## src/rtl/risc_test_sequencer.sv

```systemverilog
// ---------------------------------------------------------------------------
// risc_test_sequencer
//
// On-chip self-test sequencer for the 5-stage RISC core. It runs NUM_PROG
// programs from a program ROM back to back. For each program it:
//   1. clears the whole register file through the shared RF port,
//   2. copies the program from ROM into instruction memory, stopping after
//      the HLT word or after MAX_LEN words,
//   3. releases the core reset and waits for HALTED, or gives up after
//      TIMEOUT cycles,
//   4. gives the core one cycle for its final writeback,
//   5. streams registers DUMP_FIRST..DUMP_FIRST+DUMP_COUNT-1 out on a
//      valid/ready port,
//   6. holds the core in reset for two cycles before the next program.
// This replaces hierarchical backdoor loads and dumps, so the same flow works
// on the board and in regression.
//
// Ports
//   clk_in       single clock (post-MMCM domain)
//   reset        asynchronous, active-low reset
//   start        pulse; begins a sequence, accepted only in IDLE/DONE
//   rom_addr     program ROM address (ROM answers one cycle later)
//   rom_data     program ROM data
//   imem_we/imem_addr/imem_wdata   instruction-memory write port
//   rf_sel       1 = register-file port owned by the sequencer
//   rf_we/rf_addr/rf_wdata         register-file write/read port (wdata = 0)
//   rf_rdata     register-file combinational read data
//   cpu_rst_n    core reset, active-low
//   cpu_halted   core HALTED flag (only looked at while running)
//   dump_valid/dump_ready/dump_data/dump_reg/dump_prog   register dump stream
//   busy         sequence in progress
//   done         all programs finished, held until the next start
//   timeout_err  sticky: at least one program hit TIMEOUT
// ---------------------------------------------------------------------------
module risc_test_sequencer #(
   parameter int DATA_W     = 32,
   parameter int IMEM_AW    = 10,
   parameter int REG_AW     = 5,
   parameter int NUM_PROG   = 2,
   parameter int MAX_LEN    = 16,
   parameter int DUMP_FIRST = 1,
   parameter int DUMP_COUNT = 5,
   parameter int TIMEOUT    = 4096,
   localparam int ROM_AW    = (NUM_PROG * MAX_LEN > 1) ? $clog2(NUM_PROG * MAX_LEN) : 1,
   localparam int PROG_W    = (NUM_PROG > 1) ? $clog2(NUM_PROG) : 1
) (
   input  logic                clk_in,
   input  logic                reset,
   input  logic                start,
   output logic [ROM_AW-1:0]   rom_addr,
   input  logic [DATA_W-1:0]   rom_data,
   output logic                imem_we,
   output logic [IMEM_AW-1:0]  imem_addr,
   output logic [DATA_W-1:0]   imem_wdata,
   output logic                rf_sel,
   output logic                rf_we,
   output logic [REG_AW-1:0]   rf_addr,
   output logic [DATA_W-1:0]   rf_wdata,
   input  logic [DATA_W-1:0]   rf_rdata,
   output logic                cpu_rst_n,
   input  logic                cpu_halted,
   output logic                dump_valid,
   input  logic                dump_ready,
   output logic [DATA_W-1:0]   dump_data,
   output logic [REG_AW-1:0]   dump_reg,
   output logic [PROG_W-1:0]   dump_prog,
   output logic                busy,
   output logic                done,
   output logic                timeout_err
);

   localparam int LEN_W  = (MAX_LEN > 1) ? $clog2(MAX_LEN) : 1;
   localparam int RUN_W  = (TIMEOUT > 1) ? $clog2(TIMEOUT) : 1;
   localparam int DCNT_W = (DUMP_COUNT > 1) ? $clog2(DUMP_COUNT) : 1;

   localparam logic [PROG_W-1:0]  LAST_PROG  = PROG_W'(NUM_PROG - 1);
   localparam logic [LEN_W-1:0]   LAST_WORD  = LEN_W'(MAX_LEN - 1);
   localparam logic [IMEM_AW-1:0] LAST_IADDR = IMEM_AW'(MAX_LEN - 1);
   localparam logic [RUN_W-1:0]   RUN_LIMIT  = RUN_W'(TIMEOUT - 1);
   localparam logic [DCNT_W-1:0]  LAST_DUMP  = DCNT_W'(DUMP_COUNT - 1);
   localparam logic [REG_AW-1:0]  FIRST_REG  = REG_AW'(DUMP_FIRST);
   localparam logic [5:0]         HLT_OP     = 6'h3F;

   typedef enum logic [2:0] {
      S_IDLE,
      S_CLR,
      S_LOAD,
      S_RUN,
      S_SETTLE,
      S_DUMP,
      S_NEXT,
      S_DONE
   } state_t;

   state_t               state_reg;
   logic [PROG_W-1:0]    prog_reg;
   logic [LEN_W-1:0]     ld_idx_reg;     // offset of the ROM word requested this cycle
   logic [RUN_W-1:0]     run_cnt_reg;
   logic [DCNT_W-1:0]    dump_cnt_reg;
   logic                 next_cnt_reg;
   logic [ROM_AW-1:0]    rom_addr_reg;
   logic                 imem_we_reg;
   logic [IMEM_AW-1:0]   imem_addr_reg;
   logic                 rf_sel_reg;
   logic                 rf_we_reg;
   logic [REG_AW-1:0]    rf_addr_reg;
   logic                 cpu_rst_n_reg;
   logic                 dump_valid_reg;
   logic [DATA_W-1:0]    dump_data_reg;
   logic [REG_AW-1:0]    dump_reg_reg;
   logic [PROG_W-1:0]    dump_prog_reg;
   logic                 busy_reg;
   logic                 done_reg;
   logic                 timeout_err_reg;

   // The ROM answers one cycle after the address is issued, so the word
   // arriving this cycle goes straight to instruction memory. The write
   // strobe and address were registered one cycle earlier so that they line
   // up with it.
   logic                 load_is_hlt;
   logic                 load_is_last;
   logic [ROM_AW-1:0]    prog_base;

   assign load_is_hlt  = (rom_data[DATA_W-1 -: 6] == HLT_OP);
   assign load_is_last = (imem_addr_reg == LAST_IADDR);
   assign prog_base    = ROM_AW'(prog_reg) * ROM_AW'(MAX_LEN);

   always_ff @(posedge clk_in or negedge reset) begin
      if (!reset) begin
         state_reg       <= S_IDLE;
         prog_reg        <= '0;
         ld_idx_reg      <= '0;
         run_cnt_reg     <= '0;
         dump_cnt_reg    <= '0;
         next_cnt_reg    <= 1'b0;
         rom_addr_reg    <= '0;
         imem_we_reg     <= 1'b0;
         imem_addr_reg   <= '0;
         rf_sel_reg      <= 1'b0;
         rf_we_reg       <= 1'b0;
         rf_addr_reg     <= '0;
         cpu_rst_n_reg   <= 1'b0;
         dump_valid_reg  <= 1'b0;
         dump_data_reg   <= '0;
         dump_reg_reg    <= '0;
         dump_prog_reg   <= '0;
         busy_reg        <= 1'b0;
         done_reg        <= 1'b0;
         timeout_err_reg <= 1'b0;
      end else begin
         case (state_reg)
            // A start in DONE also clears the previous run's status flags.
            S_IDLE, S_DONE: begin
               if (start) begin
                  state_reg       <= S_CLR;
                  prog_reg        <= '0;
                  busy_reg        <= 1'b1;
                  done_reg        <= 1'b0;
                  timeout_err_reg <= 1'b0;
                  rf_sel_reg      <= 1'b1;
                  rf_we_reg       <= 1'b1;
                  rf_addr_reg     <= '0;
               end
            end

            // Zero one register per cycle over the whole register file.
            S_CLR: begin
               if (rf_addr_reg == {REG_AW{1'b1}}) begin
                  state_reg    <= S_LOAD;
                  rf_we_reg    <= 1'b0;
                  rf_sel_reg   <= 1'b0;
                  ld_idx_reg   <= '0;
                  imem_we_reg  <= 1'b0;
                  rom_addr_reg <= prog_base;
               end else begin
                  rf_addr_reg  <= rf_addr_reg + REG_AW'(1);
               end
            end

            // Each cycle requests the next ROM word while the word requested
            // one cycle earlier is written. Loading stops right after the HLT
            // word or the last slot is written. Requests past the end are
            // harmless because nothing writes them.
            S_LOAD: begin
               if (imem_we_reg && (load_is_hlt || load_is_last)) begin
                  state_reg     <= S_RUN;
                  imem_we_reg   <= 1'b0;
                  cpu_rst_n_reg <= 1'b1;
                  run_cnt_reg   <= '0;
               end else begin
                  imem_we_reg   <= 1'b1;
                  imem_addr_reg <= IMEM_AW'(ld_idx_reg);
                  if (ld_idx_reg != LAST_WORD) begin
                     ld_idx_reg   <= ld_idx_reg + LEN_W'(1);
                     rom_addr_reg <= rom_addr_reg + ROM_AW'(1);
                  end
               end
            end

            // A halt in the final allowed cycle still counts as a clean halt.
            S_RUN: begin
               if (cpu_halted) begin
                  state_reg <= S_SETTLE;
               end else if (run_cnt_reg == RUN_LIMIT) begin
                  state_reg       <= S_SETTLE;
                  timeout_err_reg <= 1'b1;
               end else begin
                  run_cnt_reg <= run_cnt_reg + RUN_W'(1);
               end
            end

            // The core stays out of reset one more cycle so that its last
            // writeback lands. Then the sequencer takes the RF port back.
            S_SETTLE: begin
               state_reg      <= S_DUMP;
               cpu_rst_n_reg  <= 1'b0;
               rf_sel_reg     <= 1'b1;
               rf_addr_reg    <= FIRST_REG;
               dump_cnt_reg   <= '0;
               dump_valid_reg <= 1'b0;
            end

            // Two phases per register. In the address phase (valid low)
            // rf_addr selects the register and its value is captured. In the
            // hold phase (valid high) the word waits for ready.
            S_DUMP: begin
               if (!dump_valid_reg) begin
                  dump_valid_reg <= 1'b1;
                  dump_data_reg  <= rf_rdata;
                  dump_reg_reg   <= rf_addr_reg;
                  dump_prog_reg  <= prog_reg;
               end else if (dump_ready) begin
                  dump_valid_reg <= 1'b0;
                  if (dump_cnt_reg == LAST_DUMP) begin
                     state_reg    <= S_NEXT;
                     rf_sel_reg   <= 1'b0;
                     next_cnt_reg <= 1'b0;
                  end else begin
                     dump_cnt_reg <= dump_cnt_reg + DCNT_W'(1);
                     rf_addr_reg  <= rf_addr_reg + REG_AW'(1);
                  end
               end
            end

            // The core has been in reset since the dump started. This adds
            // the two-cycle reset gap before the next program.
            S_NEXT: begin
               if (!next_cnt_reg) begin
                  next_cnt_reg <= 1'b1;
               end else begin
                  next_cnt_reg <= 1'b0;
                  if (prog_reg == LAST_PROG) begin
                     state_reg <= S_DONE;
                     busy_reg  <= 1'b0;
                     done_reg  <= 1'b1;
                  end else begin
                     state_reg   <= S_CLR;
                     prog_reg    <= prog_reg + PROG_W'(1);
                     rf_sel_reg  <= 1'b1;
                     rf_we_reg   <= 1'b1;
                     rf_addr_reg <= '0;
                  end
               end
            end

            default: begin
               state_reg <= S_IDLE;
            end
         endcase
      end
   end

   assign rom_addr    = rom_addr_reg;
   assign imem_we     = imem_we_reg;
   assign imem_addr   = imem_addr_reg;
   assign imem_wdata  = rom_data;
   assign rf_sel      = rf_sel_reg;
   assign rf_we       = rf_we_reg;
   assign rf_addr     = rf_addr_reg;
   assign rf_wdata    = '0;
   assign cpu_rst_n   = cpu_rst_n_reg;
   assign dump_valid  = dump_valid_reg;
   assign dump_data   = dump_data_reg;
   assign dump_reg    = dump_reg_reg;
   assign dump_prog   = dump_prog_reg;
   assign busy        = busy_reg;
   assign done        = done_reg;
   assign timeout_err = timeout_err_reg;

endmodule

```

## config.mk

```make
export PLATFORM = sky130hd
export DESIGN_NAME = risc_test_sequencer
export DESIGN_NICKNAME = d
export VERILOG_FILES = /design/src/rtl/risc_test_sequencer.sv
export SDC_FILE = /design/constraint.sdc
export NUM_CORES = 1
export LEC_CHECK = 0
export BUFFER_PORTS_ARGS = -buffer_cell sky130_fd_sc_hd__buf_2
export CORE_UTILIZATION = 39
export CTS_CLUSTER_SIZE = 25
export DETAILED_ROUTE_END_ITERATION = 6
export PLACE_DENSITY_LB_ADDON = 0.2
export SYNTH_ARGS = -nofsm -noshare
export SYNTH_HDL_FRONTEND = slang
export SYNTH_SLANG_ARGS = --single-unit
```

## constraint.sdc

```tcl
create_clock -name clk_in -period 2.1 [get_ports clk_in]
set_input_delay 0.42 -clock clk_in [delete_from_list [all_inputs] [get_ports clk_in]]
set_output_delay 0.42 -clock clk_in [all_outputs]
set_load 0.02 [all_outputs]
```

* Word level (Yosys, flattened, before mapping)
Index checks and enable logic that the tools add are counted.
** Word-level totals
- Input bits :: 69
- Output and inout port bits :: 130
- Memories :: 0
- Memory bits (writable) :: 0
- Register bits after elaboration :: 84
- Memory bits (read-only) :: 0
- Bits in latches :: 0
** Cells by class
- Bitwise operators :: 2
- Add/subtract/negate cells :: 6
- Shift-type cells :: 0
- Reduce and logical (&&, ||, !) cells :: 28
- Equal/unequal tests :: 30
- $mul :: 0
- Multiplexer cells :: 66
- Div/mod/pow operators :: 0
- Order comparisons :: 0
** Operators by type and width (count)
- 5-bit two-way mux :: 10
- 3-bit two-way mux :: 13
- 12-bit two-way mux :: 3
- 2-bit != test, second input constant :: 16
- 5-bit one-hot mux with 5 select lines :: 1
- 12-bit one-hot mux with 2 select lines :: 1
- 4-bit AND reduction :: 6
- 8-bit AND reduction :: 3
- 1-bit two-way mux :: 21
- 3-bit one-hot mux with 7 select lines :: 1
- 1-bit one-hot mux with 2 select lines :: 8
- 3-bit == test, second input constant :: 5
- 2-bit nonzero test :: 7
- 12-bit by 1-bit adder with 12-bit output, second input constant :: 1
- 12-bit == test, second input constant :: 1
- 4-bit two-way mux :: 3
- 5-bit by 1-bit adder with 5-bit output, second input constant :: 2
- 5-bit one-hot mux with 2 select lines :: 1
- 4-bit one-hot mux with 2 select lines :: 1
- 2-bit AND reduction :: 4
- 3-bit by 2-bit == test with 1-bit output, second input constant :: 2
- 6-bit == test, second input constant :: 1
- 3-bit one-hot mux with 2 select lines :: 1
- 5-bit == test, second input constant :: 1
- other kinds (18) :: 19

* Depth between registers and ports, before layout
- Word-level depth :: 5
- Depth in mapped cells :: 8
- Gate-level depth less buffers :: 8

* Worst setup path after synthesis
Ideal clock, no wire load.
- Path type :: flip-flop to flip-flop
- Start :: register rf_addr_reg[0], in the netlist rf_addr[0]
- End :: register rf_addr_reg[3], in the netlist rf_addr[3]
- Setup time :: 0.077 ns
- Path buffers :: 0
- Slack :: 0.195 ns
- Stages on the path, launching flop included :: 8
- Arrival time :: 1.828 ns
- Clock period less this slack :: 1.905 ns
- Path through :: dfrtp_1 -> ha_1 -> and3_1 -> ha_1 -> nand3_2 -> o2111ai_4 -> or3_1 -> a21oi_1
** Between the ends
- Longest elaborated chain between the ends :: 5
** Ends and longest elaborated chain
- from (decl) :: line 106 : logic [REG_AW-1:0] rf_addr_reg;
- from (signal assigned) :: line 176 : rf_addr_reg <= rf_addr_reg + REG_AW'(1);
- from (signal assigned) :: line 240 : rf_addr_reg <= rf_addr_reg + REG_AW'(1);
- 5-bit by 1-bit adder with 5-bit output :: line 176, 240
- 5-bit two-way mux :: line 234 : if (dump_cnt_reg == LAST_DUMP) begin
- 5-bit two-way mux :: line 232 : end else if (dump_ready) begin
- 5-bit two-way mux :: line 227 : if (!dump_valid_reg) begin
- 5-bit one-hot mux with 5 select lines :: line 151 : case (state_reg)
Parallel ways exist; a longest one is shown, timed or not. The select of a mux whose other input is x is not followed.
A chain may end at the register's enable or synchronous reset.

* Worst setup path after layout
- Start :: register state_reg[1]
- End :: register dump_prog_reg, in the netlist dump_prog
** Between the ends
- Longest elaborated chain between the ends :: 2
** Ends and longest elaborated chain
- from (decl) :: line 95 : state_t state_reg;
- from (signal assigned) :: line 130 : state_reg <= S_IDLE;
- from (signal assigned) :: line 155 : state_reg <= S_CLR;
- from (signal assigned) :: line 169 : state_reg <= S_LOAD;
- 3-bit == test :: line 151
- 2-bit AND reduction (no line)
- to (signal assigned) :: line 231 : dump_prog_reg <= prog_reg;
- to (decl) :: line 111 : logic [PROG_W-1:0] dump_prog_reg;
Every way passes these cells.

==> results.toml <==
[worst_setup_path]
cp_data_required_time_ps = 2320
start_kind = "flip-flop"
cp_max_fo = 38
worstReg2RegEnd = "dump_prog$_DFFE_PN0P_"
cp_slowest_stage_delay_ps = 550
path_cells = "and3b_1, nor2b_4, buf_12, mux2_2"
r2r_cells = 4
arrival_ps = 2160
endpoint = "dump_prog$_DFFE_PN0P_"
end_kind = "flip-flop"
regToRegStartpoint = "state_reg[1]$_DFFE_PN0P_"
r2r_slack_ps = 160
crit_start = "state_reg[1]$_DFFE_PN0P_"
slowest_stage = "dfrtp_1"
critPathKind = "flip-flop to flip-flop"

[timing]
fin_setup_tns_ps = 0
setup_violations = 0
finalHoldViolCount = 0
hold_slack_ps = 31.8
fmax_mhz = 516
period_share_pct = 92.4
worstMarginPinSlew_ps = 544
fin_crit_ps = 1940
slew_violations = 0
grt_setup_unrepaired = "no"
slew_headroom_pct = 63.3
fin_skew_ps = 6.15

[final_layout]
syn_to_final_growth_pct = 14.6
fillers = 1106
largest_reg_flops = 32
num_antenna_cells = 0
final_cell_count_no_fill = 666
fin_util_pct = 46.3
fin_area_mm2 = 0.00534
drive_gt1_share_pct = 39.0
nets = 594

[power_and_ir_drop]
peakVddDrop_mv = 0.455
netSwitchingFraction_pct = 39.0
switchingPower_uw = 2940
p_leak_uw = 0.00258
powerDensity_mw_per_mm2 = 1410
p_int_uw = 4600
pwr-share-seq_pct = 35.3
clockPowerShare_pct = 21.3
combPwrFrac_pct = 43.3

[clocking]
cts_tree = "built"
clk_path_buf_depth = 2
numCtsBuffers = 9
root_buffer = "clkbuf_16"
cts_num_sinks = 84
clk_latency_ps = 340
clkTransAtPathRegs_ps = 60
postCtsSetupRepairBufs = 0
htree_levels = 3

[detailed_routing]
route.detailed.drc = 40
drt-initial-drc-count = 200
vias_per_cell = 4.93
routedWlPerCell_um = 13.9
ant_nets = 0
drtPass1Iterations = 7
drt-total-wl_um = 9230
route.vias.total = 3285

[global_routing]
grt_max_degree = 43
grt.busiest_layer = "met2"
grtUsageMet2_pct = 24.4
track_usage_pct = 15.6
overflow = 0
grt_pass1_wl_um = 15600
grt.met1_usage_pct = 20.6
use_met3_pct = 4.21
grt_pass1_vias = 3161
antenna_found_initial = 0

[logic_synthesis]
synth_compound_area_share_pct = 10.7
synth-xor-area-share_pct = 0.564
synth-adder-area-share_pct = 1.88
yosysSeqAreaShare_pct = 45.1
synth_mux_area_share_pct = 13.3
netlist_instances = 435
synth_top_family_by_area = "buffers and inverters"
synth_cell_types = 54
avgSynthCellArea_um2 = 10.7
synthArstFlopShare_pct = 100
synth-seq-cells = 84
synth-edff-count = 0
syn_area_mm2 = 0.00466
ys_warn_count = 0
synth_ff_type = "dfrtp_1"
synthSimpleGateAreaFrac_pct = 13.4

[place]
dp.cells = 650
routabilityCongestion = 0.804
place_area_mm2 = 0.00502
port_buffers = 108
dp_hpwl_um = 6830

[outcome]
status = "finished, violations left"
violations = "DRC"

[floorplanning]
die_area_mm2 = 0.0124
fp-row-count = 39
die_width_um = 111
initial_core_util_pct = 40.4
boundaryPins = 199
core_mm2 = 0.0115
die_h_um = 111

[min_path]
hold_path.class = "input pin to async pin"

[run]
cap_violations = 0
-- metal layers --
metal / routed length (µm) / vias up
met1: 4120 / 1574
met5: 0 / -
met3: 698 / 11
met2: 4280 / 125
li1: - / 1575
met4: 132 / 0
-- worst max-delay path: cells and delay by family, from the launching register on --
kind | cells | cell delay (ps)
flops | 1 | 550
simple gates | 2 | 660
mux | 1 | 370
buf+inv | 1 | 220
-- cell type report --
cell class	count	area, µm²	area share (%)
repair buffers	124	701	13.1
flip-flops and latches	84	2100	39.4
multi-input cells	288	2010	37.6
clock inverters	4	47.5	0.891
inverters	11	41.3	0.774
well taps	143	179	3.35
clock buffers	12	256	4.81
-- cells by family after synthesis --
group                      Yosys count
xor gates and xnor gates             3
DFF                                 84
other                                1
muxes                               56
buffers and inverters              100
AOI/OAI and AO/OA                   71
adders and majority gates            7
and+or+nand+nor                    113
-- stage by stage --
stage	setup WS (ps)	power (µW)
final	161	7540
after global routing	6.70	8050
after CTS	47.4	7630
after detailed placement	67.1	5990
after global placement	162	5900
after floorplan	195	5120
-- cell usage in the layout (no fill, tap or decap), types with 4 or more instances in the layout --
cell	Yosys	routed
buf_4	73	14
inv_1	11	11
dfrtp_1	84	83
buf_2	9	107
nor2_1	18	18
a21oi_1	20	19
nand3_1	19	19
mux2i_1	10	10
ha_1	7	6
mux2_2	45	45
o21ai_0	15	15
o2bb2ai_1	9	9
clkbuf_16	0	9
a22o_1	4	4
conb_1	1	38
nand2_1	34	34
nand2b_1	4	4
and3_1	7	7
and2_1	5	5
-- power by group through the flow --
stage | Combinational (µW) | Clock, µW | Sequential, µW
6_report | 3270 | 1610 | 2660
5_1_grt | 3550 | 1730 | 2780
4_1_cts | 3300 | 1660 | 2670
3_5_place_dp | 3290 | 0 | 2700
3_3_place_gp | 3230 | 0 | 2680
2_1_floorplan | 1970 | 0 | 3140
-- cells in the mapped netlist, types with 5 or more instances --
cell,n,area [µm²]
buf_6,5,56.3
o2bb2ai_1,9,78.8
inv_1,11,41.3
mux2_2,45,507
a21oi_1,20,100
o21ai_0,15,75.1
nand3_1,19,95.1
buf_2,9,45.0
and3_1,7,43.8
nand2_1,34,128
dfrtp_1,84,2100
mux2i_1,10,100
ha_1,7,87.6
buf_4,73,548
nor2_1,18,67.6
and2_1,5,31.3
-- worst min-delay path by stage --
stage / from / to / cells past startpoint
after floorplan: reset / busy$_DFFE_PN0P_ / 0
after global placement: reset / dump_data[14]$_DFFE_PN0P_ / 1
after detailed placement: reset / dump_data[19]$_DFFE_PN0P_ / 1
after CTS: reset / dump_data[19]$_DFFE_PN0P_ / 1
after global routing: reset / dump_data[3]$_DFFE_PN0P_ / 1
final: reset / dump_data[14]$_DFFE_PN0P_ / 1
-- what timing repair did --
item / in CTS / in global routing
resized for setup: 0 / 3
setup endpoints to repair: 0 / 7
hold buffers: 0 / 0
Power figures use the tool's default switching activity.
